===== config.mk =====
export PLATFORM = sky130hd
export DESIGN_NAME = fetch_sequencer
export DESIGN_NICKNAME = d
export VERILOG_FILES = /design/src/rtl/fetch_pkg.sv /design/src/rtl/adder.sv /design/src/rtl/fetch_skid.sv /design/src/rtl/fetch_sequencer.sv
export SDC_FILE = /design/constraint.sdc
export NUM_CORES = 1
export LEC_CHECK = 0
export CAP_MARGIN = 30
export CORE_ASPECT_RATIO = 0.9
export CORE_MARGIN = 1
export CORE_UTILIZATION = 53
export DETAILED_ROUTE_END_ITERATION = 12
export PLACE_DENSITY = 0.8
export REMOVE_ABC_BUFFERS = 1
export SYNTH_ARGS = -nofsm -noshare
export SYNTH_HDL_FRONTEND = slang
export SYNTH_SLANG_ARGS = --single-unit

===== constraint.sdc =====
create_clock -name clk -period 2.6 [get_ports clk]
set_input_delay 0.26 -clock clk [delete_from_list [all_inputs] [get_ports clk]]
set_output_delay 0.26 -clock clk [all_outputs]
set_load 0.02 [all_outputs]

===== src/rtl/fetch_pkg.sv =====
// Shared types and constants for the instruction-fetch stage.
// Used by fetch_sequencer and fetch_skid.
package fetch_pkg;

    localparam int INSTR_W = 32;
    localparam int PC_INC  = 4;

    typedef enum logic [1:0] {
        S_IDLE,
        S_FETCH,
        S_HOLD
    } fetch_state_t;

endpackage


===== src/rtl/adder.sv =====
// Plain N-bit unsigned adder; the carry-out is dropped, so sums wrap.
module adder #(
    parameter int N = 64
) (
    input  logic [N-1:0] a,
    input  logic [N-1:0] b,
    output logic [N-1:0] y
);

    assign y = a + b;

endmodule


===== src/rtl/fetch_skid.sv =====
// One-entry holding register for an instruction that decode could not take.
// Flush beats load, and load beats drain.
module fetch_skid
    import fetch_pkg::*;
#(
    parameter int N = 64
) (
    input  logic               clk,
    input  logic               reset,
    input  logic               load,
    input  logic               drain,
    input  logic               flush,
    input  logic [INSTR_W-1:0] in_instr,
    input  logic [N-1:0]       in_pc,
    output logic [INSTR_W-1:0] instr,
    output logic [N-1:0]       pc,
    output logic               full
);

    always_ff @(posedge clk) begin
        if (reset) begin
            full  <= 1'b0;
            instr <= '0;
            pc    <= '0;
        end else if (flush) begin
            full <= 1'b0;
        end else if (load) begin
            full  <= 1'b1;
            instr <= in_instr;
            pc    <= in_pc;
        end else if (drain) begin
            full <= 1'b0;
        end
    end

endmodule


===== src/rtl/fetch_sequencer.sv =====
// Fetch-stage controller: PC, imem req/ack sequencing, IF/ID register.
// Define FETCH_EXC_EN to add the exc_F redirect to EXC_VECTOR.
module fetch_sequencer
    import fetch_pkg::*;
#(
    parameter int           N          = 64,
    parameter logic [N-1:0] RESET_PC   = '0,
    parameter logic [N-1:0] EXC_VECTOR = '0
) (
    input  logic               clk,
    input  logic               reset,
    input  logic               PCSrc_F,
    input  logic [N-1:0]       PCBranch_F,
    input  logic               stall_D,
`ifdef FETCH_EXC_EN
    input  logic               exc_F,
`endif
    output logic               imem_req,
    output logic [N-1:0]       imem_addr_F,
    input  logic               imem_ack,
    input  logic [INSTR_W-1:0] imem_rdata,
    output logic [INSTR_W-1:0] instr_D,
    output logic [N-1:0]       pc_D,
    output logic               valid_D
);

`ifdef FETCH_EXC_EN
`else
    logic exc_F;
    assign exc_F = 1'b0;
`endif

    fetch_state_t state, state_nxt;

    logic [N-1:0]       pc;
    logic [N-1:0]       pc_inc;
    logic [N-1:0]       redir_pc;
    logic [N-1:0]       redir_tgt;
    logic               redir_pend;
    logic               redir;
    logic               if_free;
    logic               accept;
    logic               take_direct;
    logic               skid_load;
    logic               skid_drain;
    logic               skid_full;
    logic [INSTR_W-1:0] skid_instr;
    logic [N-1:0]       skid_pc;

    // An exception wins over a branch redirect in the same cycle.
    assign redir       = PCSrc_F | exc_F;
    assign redir_tgt   = exc_F ? EXC_VECTOR : PCBranch_F;
    assign if_free     = !valid_D || !stall_D;
    assign accept      = (state == S_FETCH) && imem_ack
                         && !redir && !redir_pend;
    assign take_direct = accept && if_free;
    assign skid_load   = accept && !if_free;
    assign skid_drain  = (state == S_HOLD) && skid_full
                         && !redir && !stall_D;
    assign imem_addr_F = pc;

    adder #(.N(N)) u_inc (
        .a (pc),
        .b (N'(PC_INC)),
        .y (pc_inc)
    );

    fetch_skid #(.N(N)) u_skid (
        .clk      (clk),
        .reset    (reset),
        .load     (skid_load),
        .drain    (skid_drain),
        .flush    (redir),
        .in_instr (imem_rdata),
        .in_pc    (pc),
        .instr    (skid_instr),
        .pc       (skid_pc),
        .full     (skid_full)
    );

    always_ff @(posedge clk) begin
        if (reset) state <= S_IDLE;
        else       state <= state_nxt;
    end

    always_comb begin
        state_nxt = state;
        case (state)
            S_IDLE:  state_nxt = S_FETCH;
            S_FETCH: if (skid_load) state_nxt = S_HOLD;
            S_HOLD:  if (redir || !stall_D) state_nxt = S_FETCH;
            default: state_nxt = S_IDLE;
        endcase
    end

    always_comb begin
        imem_req = (state == S_FETCH);
    end

    // The address must hold while a request is outstanding, so a redirect
    // seen mid-request is parked until the ack arrives.
    always_ff @(posedge clk) begin
        if (reset) begin
            pc         <= RESET_PC;
            redir_pend <= 1'b0;
            redir_pc   <= '0;
        end else begin
            case (state)
                S_FETCH: begin
                    if (imem_ack) begin
                        if (redir || redir_pend) begin
                            pc         <= redir ? redir_tgt : redir_pc;
                            redir_pend <= 1'b0;
                        end else begin
                            pc <= pc_inc;
                        end
                    end else if (redir) begin
                        redir_pend <= 1'b1;
                        redir_pc   <= redir_tgt;
                    end
                end
                default: if (redir) pc <= redir_tgt;
            endcase
        end
    end

    always_ff @(posedge clk) begin
        if (reset) begin
            instr_D <= '0;
            pc_D    <= '0;
            valid_D <= 1'b0;
        end else if (redir) begin
            valid_D <= 1'b0;
        end else if (skid_drain) begin
            instr_D <= skid_instr;
            pc_D    <= skid_pc;
            valid_D <= 1'b1;
        end else if (take_direct) begin
            instr_D <= imem_rdata;
            pc_D    <= pc;
            valid_D <= 1'b1;
        end else if (!stall_D) begin
            valid_D <= 1'b0;
        end
    end

endmodule


# Word-level counts from Yosys, hierarchy flattened
# Index checks and enable logic that the tools add are counted.
[op_classes]
addsub = 1
n_eq_ne = 7
n_mux = 20
n_bitwise = 2
reduce_logical = 28
[op_table]
columns = ["cell", "count"]
rows = [
  ["64-bit 2-to-1 mux", 7],
  ["64-bit by 3-bit adder with 64-bit output, second input constant", 1],
  ["32-bit 2-to-1 mux", 2],
  ["2-bit AND reduction", 5],
  ["1-bit logical AND", 8],
  ["1-bit 2-to-1 mux", 8],
  ["2-bit by 1-bit != test with 1-bit output, second input constant", 4],
  ["2-bit nonzero test", 4],
  ["2-bit case mux with 3 select lines", 1],
  ["1-bit logical NOT", 5],
  ["2-bit 2-to-1 mux", 2],
  ["1-bit logical OR", 3],
  ["3-bit by 1-bit != test with 1-bit output, second input constant", 1],
  ["3-bit AND reduction", 1],
  ["2-bit by 1-bit == test with 1-bit output, second input constant", 1],
  ["2-bit == test, second input constant", 1],
  ["2-bit logical NOT", 1],
  ["1-bit inverter", 2],
  ["2-bit OR reduction", 1],
]
[totals]
reg_bits = 325
in_bits = 101
output_inout_bits = 162
wordCells = 68

# Longest topological paths before layout
[logic_depth]
ltp_word = 7
ltp_mapped = 9
mapped_depth_nobuf = 7

# By module
# A second synthesis with hierarchy kept.
[unflattened]
hier_cells = 2350
hier_area_um2 = 19844.0
[modules_own_cells]
columns = ["module", "instances", "cells_per_inst", "area_each_um2", "seq_area_each_um2"]
rows = [
  ["fetch_sequencer", 1, 1324, 11579.9, 4564.4],
  ["fetch_skid", 1, 440, 4357.9, 1941.9],
  ["adder", 1, 586, 3906.2, 0.0],
]

# Worst setup path after synthesis
# Ideal clock, no wire load.
[synth_path]
path_type = "reg-to-reg"
start = "register pc[4] (netlist: imem_addr_F[4])"
end = "register pc[63] (netlist: imem_addr_F[63])"
setup_ns = 0.134
arrival_time_ns = 2.091
t_required_ns = 2.466
setup_slack_ns = 0.376
path_stages_with_launch = 9
path_buffers = 2
synth_period_minus_slack_ns = 2.224
cell_sequence = "dfxtp_1 buf_2 nand3_1 nor4_4 and4_1 buf_2 and3b_1 mux2i_1 o22ai_1"
[synth_between]
elab_chain_cells = 4
[synth_lines]
columns = ["item", "line", "source"]
rows = [
  ["start, declared", "fetch_sequencer.sv:35", "logic [N-1:0] pc;"],
  ["start signal, assigned", "fetch_sequencer.sv:112", "pc <= redir ? redir_tgt : redir_pc;"],
  ["start signal, assigned", "fetch_sequencer.sv:115", "pc <= pc_inc;"],
  ["start signal, assigned", "fetch_sequencer.sv:122", "default: if (redir) pc <= redir_tgt;"],
  ["64-bit by 3-bit adder with 64-bit output", "adder.sv:10", "assign y = a + b;"],
  ["64-bit 2-to-1 mux", "fetch_sequencer.sv:111", "if (redir || redir_pend) begin"],
  ["64-bit 2-to-1 mux", "fetch_sequencer.sv:110", "if (imem_ack) begin"],
  ["64-bit 2-to-1 mux", "fetch_sequencer.sv:108", "case (state)"],
]
# No other way between the ends. The select of a mux whose other input is x is not followed.
# A chain may end at the register's enable or synchronous reset.

# Worst setup path after layout
[layout_path]
start = "register pc[2] (netlist: imem_addr_F[2])"
end = "register pc[50] (netlist: imem_addr_F[50])"
# Same word-level chain as after synthesis.

==> results.sh <==
export IMPL_ctsHoldBuffers=0
export IMPL_crit_buf_inv=1
export IMPL_fp_coreArea_um2=27200
export IMPL_worst_path_most_repeated_cell="nor3_1"
export IMPL_ff2ff_path_depth=8
export IMPL_rsz0062_at_grt="no"
export IMPL_final_max_slew_viol_count=0
export IMPL_cts_max_level=2
export IMPL_nets=2215
export IMPL_fin_ws_ps=215
export IMPL_cp_data_arrival_time_ps=2770
export IMPL_setup_viol=0
export IMPL_cp_top_family="simple AND/OR/NAND/NOR gates"
export IMPL_grt_pass1_wl_um=73700
export IMPL_globalRouteTotalUtil_pct=31.7
export IMPL_status="finished, final reports clean"
export IMPL_ant_nets=0
export IMPL_placed_area_um2=18100
export IMPL_numPlacedInstances=2429
export IMPL_slowest_delay_ps=460
export IMPL_synthCells=1889
export IMPL_multi_input_area_um2=7570
export IMPL_hpwl_um=30400
export IMPL_initial_core_util_pct=54.2
export IMPL_synth_area_um2=14700
export IMPL_ios=263
export IMPL_post_cts_resized=0
export IMPL_cts_tree="done"
export IMPL_slew_headroom_pct=57.8
export IMPL_min_delay_start="reset"
export IMPL_area_growth_pct=31.3
export IMPL_wl_um=46100
export IMPL_cts_inserted_buffers=36
export IMPL_cts_root_buf="clkbuf_16"
export IMPL_critPathSlowestCell="dfxtp_1"
export IMPL_die_y_um=160
export IMPL_tightest_slew_ps=633
export IMPL_hold_viol=0
export IMPL_dieWidth_um=178
export IMPL_hold_end="imem_addr_F[24]$_SDFFE_PP0P_"
export IMPL_place_gp_congestion=0.941
export IMPL_die_area_um2=28500
export IMPL_viasPerCell=5.98
export IMPL_cp_required_ps=2990
export IMPL_hp_class="input port to register"
export IMPL_register_area_um2=6510
export IMPL_worstPathMaxFanout=8
export IMPL_async_flop_share_pct=0
export IMPL_startpoint="imem_addr_F[2]$_SDFFE_PP0P_"
export IMPL_clkSlewWorstSetupHoldPaths_ps=60
export IMPL_instances_no_fill=2495
export IMPL_r2r_slack_ps=220
export IMPL_final_area_um2=19400
export IMPL_cts_max_path_buffers=3
export IMPL_synth_enable_flop_cells=0
export IMPL_r2r_end="imem_addr_F[50]$_SDFFE_PP0P_"
export IMPL_synth_area_per_cell_um2=7.80
export IMPL_first_iter_violations=1355
export IMPL_drive_gt1_share_pct=8.08
export IMPL_overflow=0
export IMPL_holdPathStages=2
export IMPL_criticalPathCategory="register to register"
export IMPL_critPathCaptureType="register"
export IMPL_worstSkewPairLatency_ps=520
export IMPL_yosys_cell_types_count=67
export IMPL_port_buffers=262
export IMPL_drcViolationCount=0
export IMPL_wl_per_cell_um=18.5
export IMPL_regToRegStartpoint="imem_addr_F[2]$_SDFFE_PP0P_"
export IMPL_cts_setup_buffers=0
export IMPL_crit_chain="ha_1 -> nand4_1 -> nor3_1 -> buf_4 -> nand4_2 -> nor3_1 -> mux2i_1 -> o22ai_1"
export IMPL_num_rows=57
export IMPL_skew_ps=11.0
export IMPL_ys_seq_area_share_pct=44.1
export IMPL_dr_pass1_iters=6
export IMPL_p_leak_nw=6.61
export IMPL_synth_ff_type="dfxtp_1"
export IMPL_critPathLaunchType="register"
export IMPL_grt_pass1_vias=14000
export IMPL_ys_ff_latch=325
export IMPL_period_share_pct=91.7
export IMPL_fin_crit_ps=2380
export IMPL_grt_max_degree=105
export IMPL_routed_via_count=14900
export IMPL_antenna_found_initial=2
export IMPL_vdd_drop_max_v=0.000491
export IMPL_cts_sinks=325
export IMPL_powerDensity_nw_per_um2=643
export IMPL_maxCapViolations=0
export IMPL_ys_warn_count=0
export IMPL_fill_cells=2088
export IMPL_fmax_mhz=419
export IMPL_place_ws_ps=186
==> synthesized netlist by cell type (13+ instances only) <==
library cell	number	share of area, %
and3_1	19	0.81
clkbuf_1	121	3.1
nand4_1	22	0.93
o22ai_1	18	0.76
nor3_1	27	0.92
mux2i_1	105	7.1
nand2_1	431	11
a211oi_1	103	5.2
nand3_1	66	2.2
a31oi_1	13	0.55
buf_2	42	1.4
o21ai_0	56	1.9
nor4_1	18	0.76
a21oi_1	247	8.4
nor2_1	145	3.7
dfxtp_1	325	44
==> power by group <==
part | switching (W) | internal (W) | total [W]
registers | 0.000159 | 0.00517 | 0.00533
logic | 0.000937 | 0.000722 | 0.00166
clock network | 0.00205 | 0.00342 | 0.00547
==> worst register-to-register path, stage by stage, from the launching register on <==
cell and delay (ps):
dfxtp_1 460, ha_1 270, nand4_1 240, nor3_1 290, buf_4 190, nand4_2 170, nor3_1 280, mux2i_1 250
o22ai_1 100
==> sequential cells by signal, summed over array words and instances (netlist names) <==
| name | flops |
|---|---|
| imem_addr_F | 64 |
| instr_D | 32 |
| pc_D | 64 |
| redir_pc | 64 |
| redir_pend | 1 |
| state | 2 |
| u_skid.full | 1 |
| u_skid.instr | 32 |
| u_skid.pc | 64 |
| valid_D | 1 |
==> metal layers <==
layer | track usage, % | share of wire (%)
met1 | 43.2 | 43
met2 | 50.6 | 45
met3 | 5.45 | 9.4
met4 | 10.2 | 2.6
met5 | 0 | 0.028
==> layout make-up <==
| class | count | share of cell area, % |
|---|---|---|
| diodes | 1 | 0.0129 |
| clock buffers | 52 | 5.44 |
| clock inverters | 13 | 1.16 |
| inverters | 13 | 0.252 |
| multi-input cells | 1383 | 39.1 |
| flip-flops and latches | 325 | 33.6 |
| well taps | 354 | 2.29 |
| repair buffers | 354 | 18.1 |
==> placed cells by master, fill, tap and decap left out, types with 3 or more instances in the layout <==
master,instances
nand2_1,431
dfxtp_1,324
clkdlybuf4s50_1,261
a21oi_1,247
nor2_1,145
mux2i_1,105
a211oi_1,102
buf_4,77
nand3_1,64
o21ai_0,55
clkbuf_16,37
nor3_1,26
nand4_1,22
and3_1,18
o22ai_1,18
nor4_1,17
buf_12,15
a31oi_1,13
inv_1,11
and4_1,11
o311ai_0,10
clkbuf_1,8
o21a_1,7
clkbuf_8,7
bufinv_16,6
and2_1,5
a22oi_1,5
or3_1,4
o211ai_1,4
a32o_1,4
o311ai_1,4
clkinv_2,4
nand3_2,3
a311oi_1,3
nor4b_1,3
o2bb2ai_1,3
a221oi_1,3
o32ai_1,3
==> kinds of logic after synthesis <==
family / after synthesis / share of synthesized area [%]
AOI/OAI and AO/OA: 497 / 20.3
xor gates and xnor gates: 1 / 0.0594
adders and majority gates: 1 / 0.0849
DFF: 325 / 44.1
and+or+nand+nor: 779 / 23.3
muxes: 105 / 7.13
buffers and inverters: 181 / 5.00
==> stage by stage <==
step	setup TNS, ps	power [W]	hold WS [ps]	util (%)
2_1_floorplan	-2053970	0.00618	329	-
3_3_place_gp	0	0.00702	438	66.5
3_5_place_dp	0	0.00706	444	66.5
4_1_cts	0	0.0125	122	71.2
5_1_grt	0	0.0129	146	71.2
6_report	0	0.0125	135	71.2
==> worst max-delay path by stage <==
| stage | slack, ps | depth (start not counted) | endpoint |
|---|---|---|---|
| 3_5_place_dp | 190 | 8 | instr_D[3]$_SDFFE_PP0P_ |
| 4_1_cts | 200 | 3 | imem_req |
| 2_1_floorplan | -18190 | 4 | instr_D[0]$_SDFFE_PP0P_ |
| 3_3_place_gp | 270 | 7 | imem_addr_F[52]$_SDFFE_PP0P_ |
| 6_report | 220 | 8 | imem_addr_F[50]$_SDFFE_PP0P_ |
| 5_1_grt | 9 | 8 | imem_addr_F[32]$_SDFFE_PP0P_ |
(Power assumes the default switching activity.)
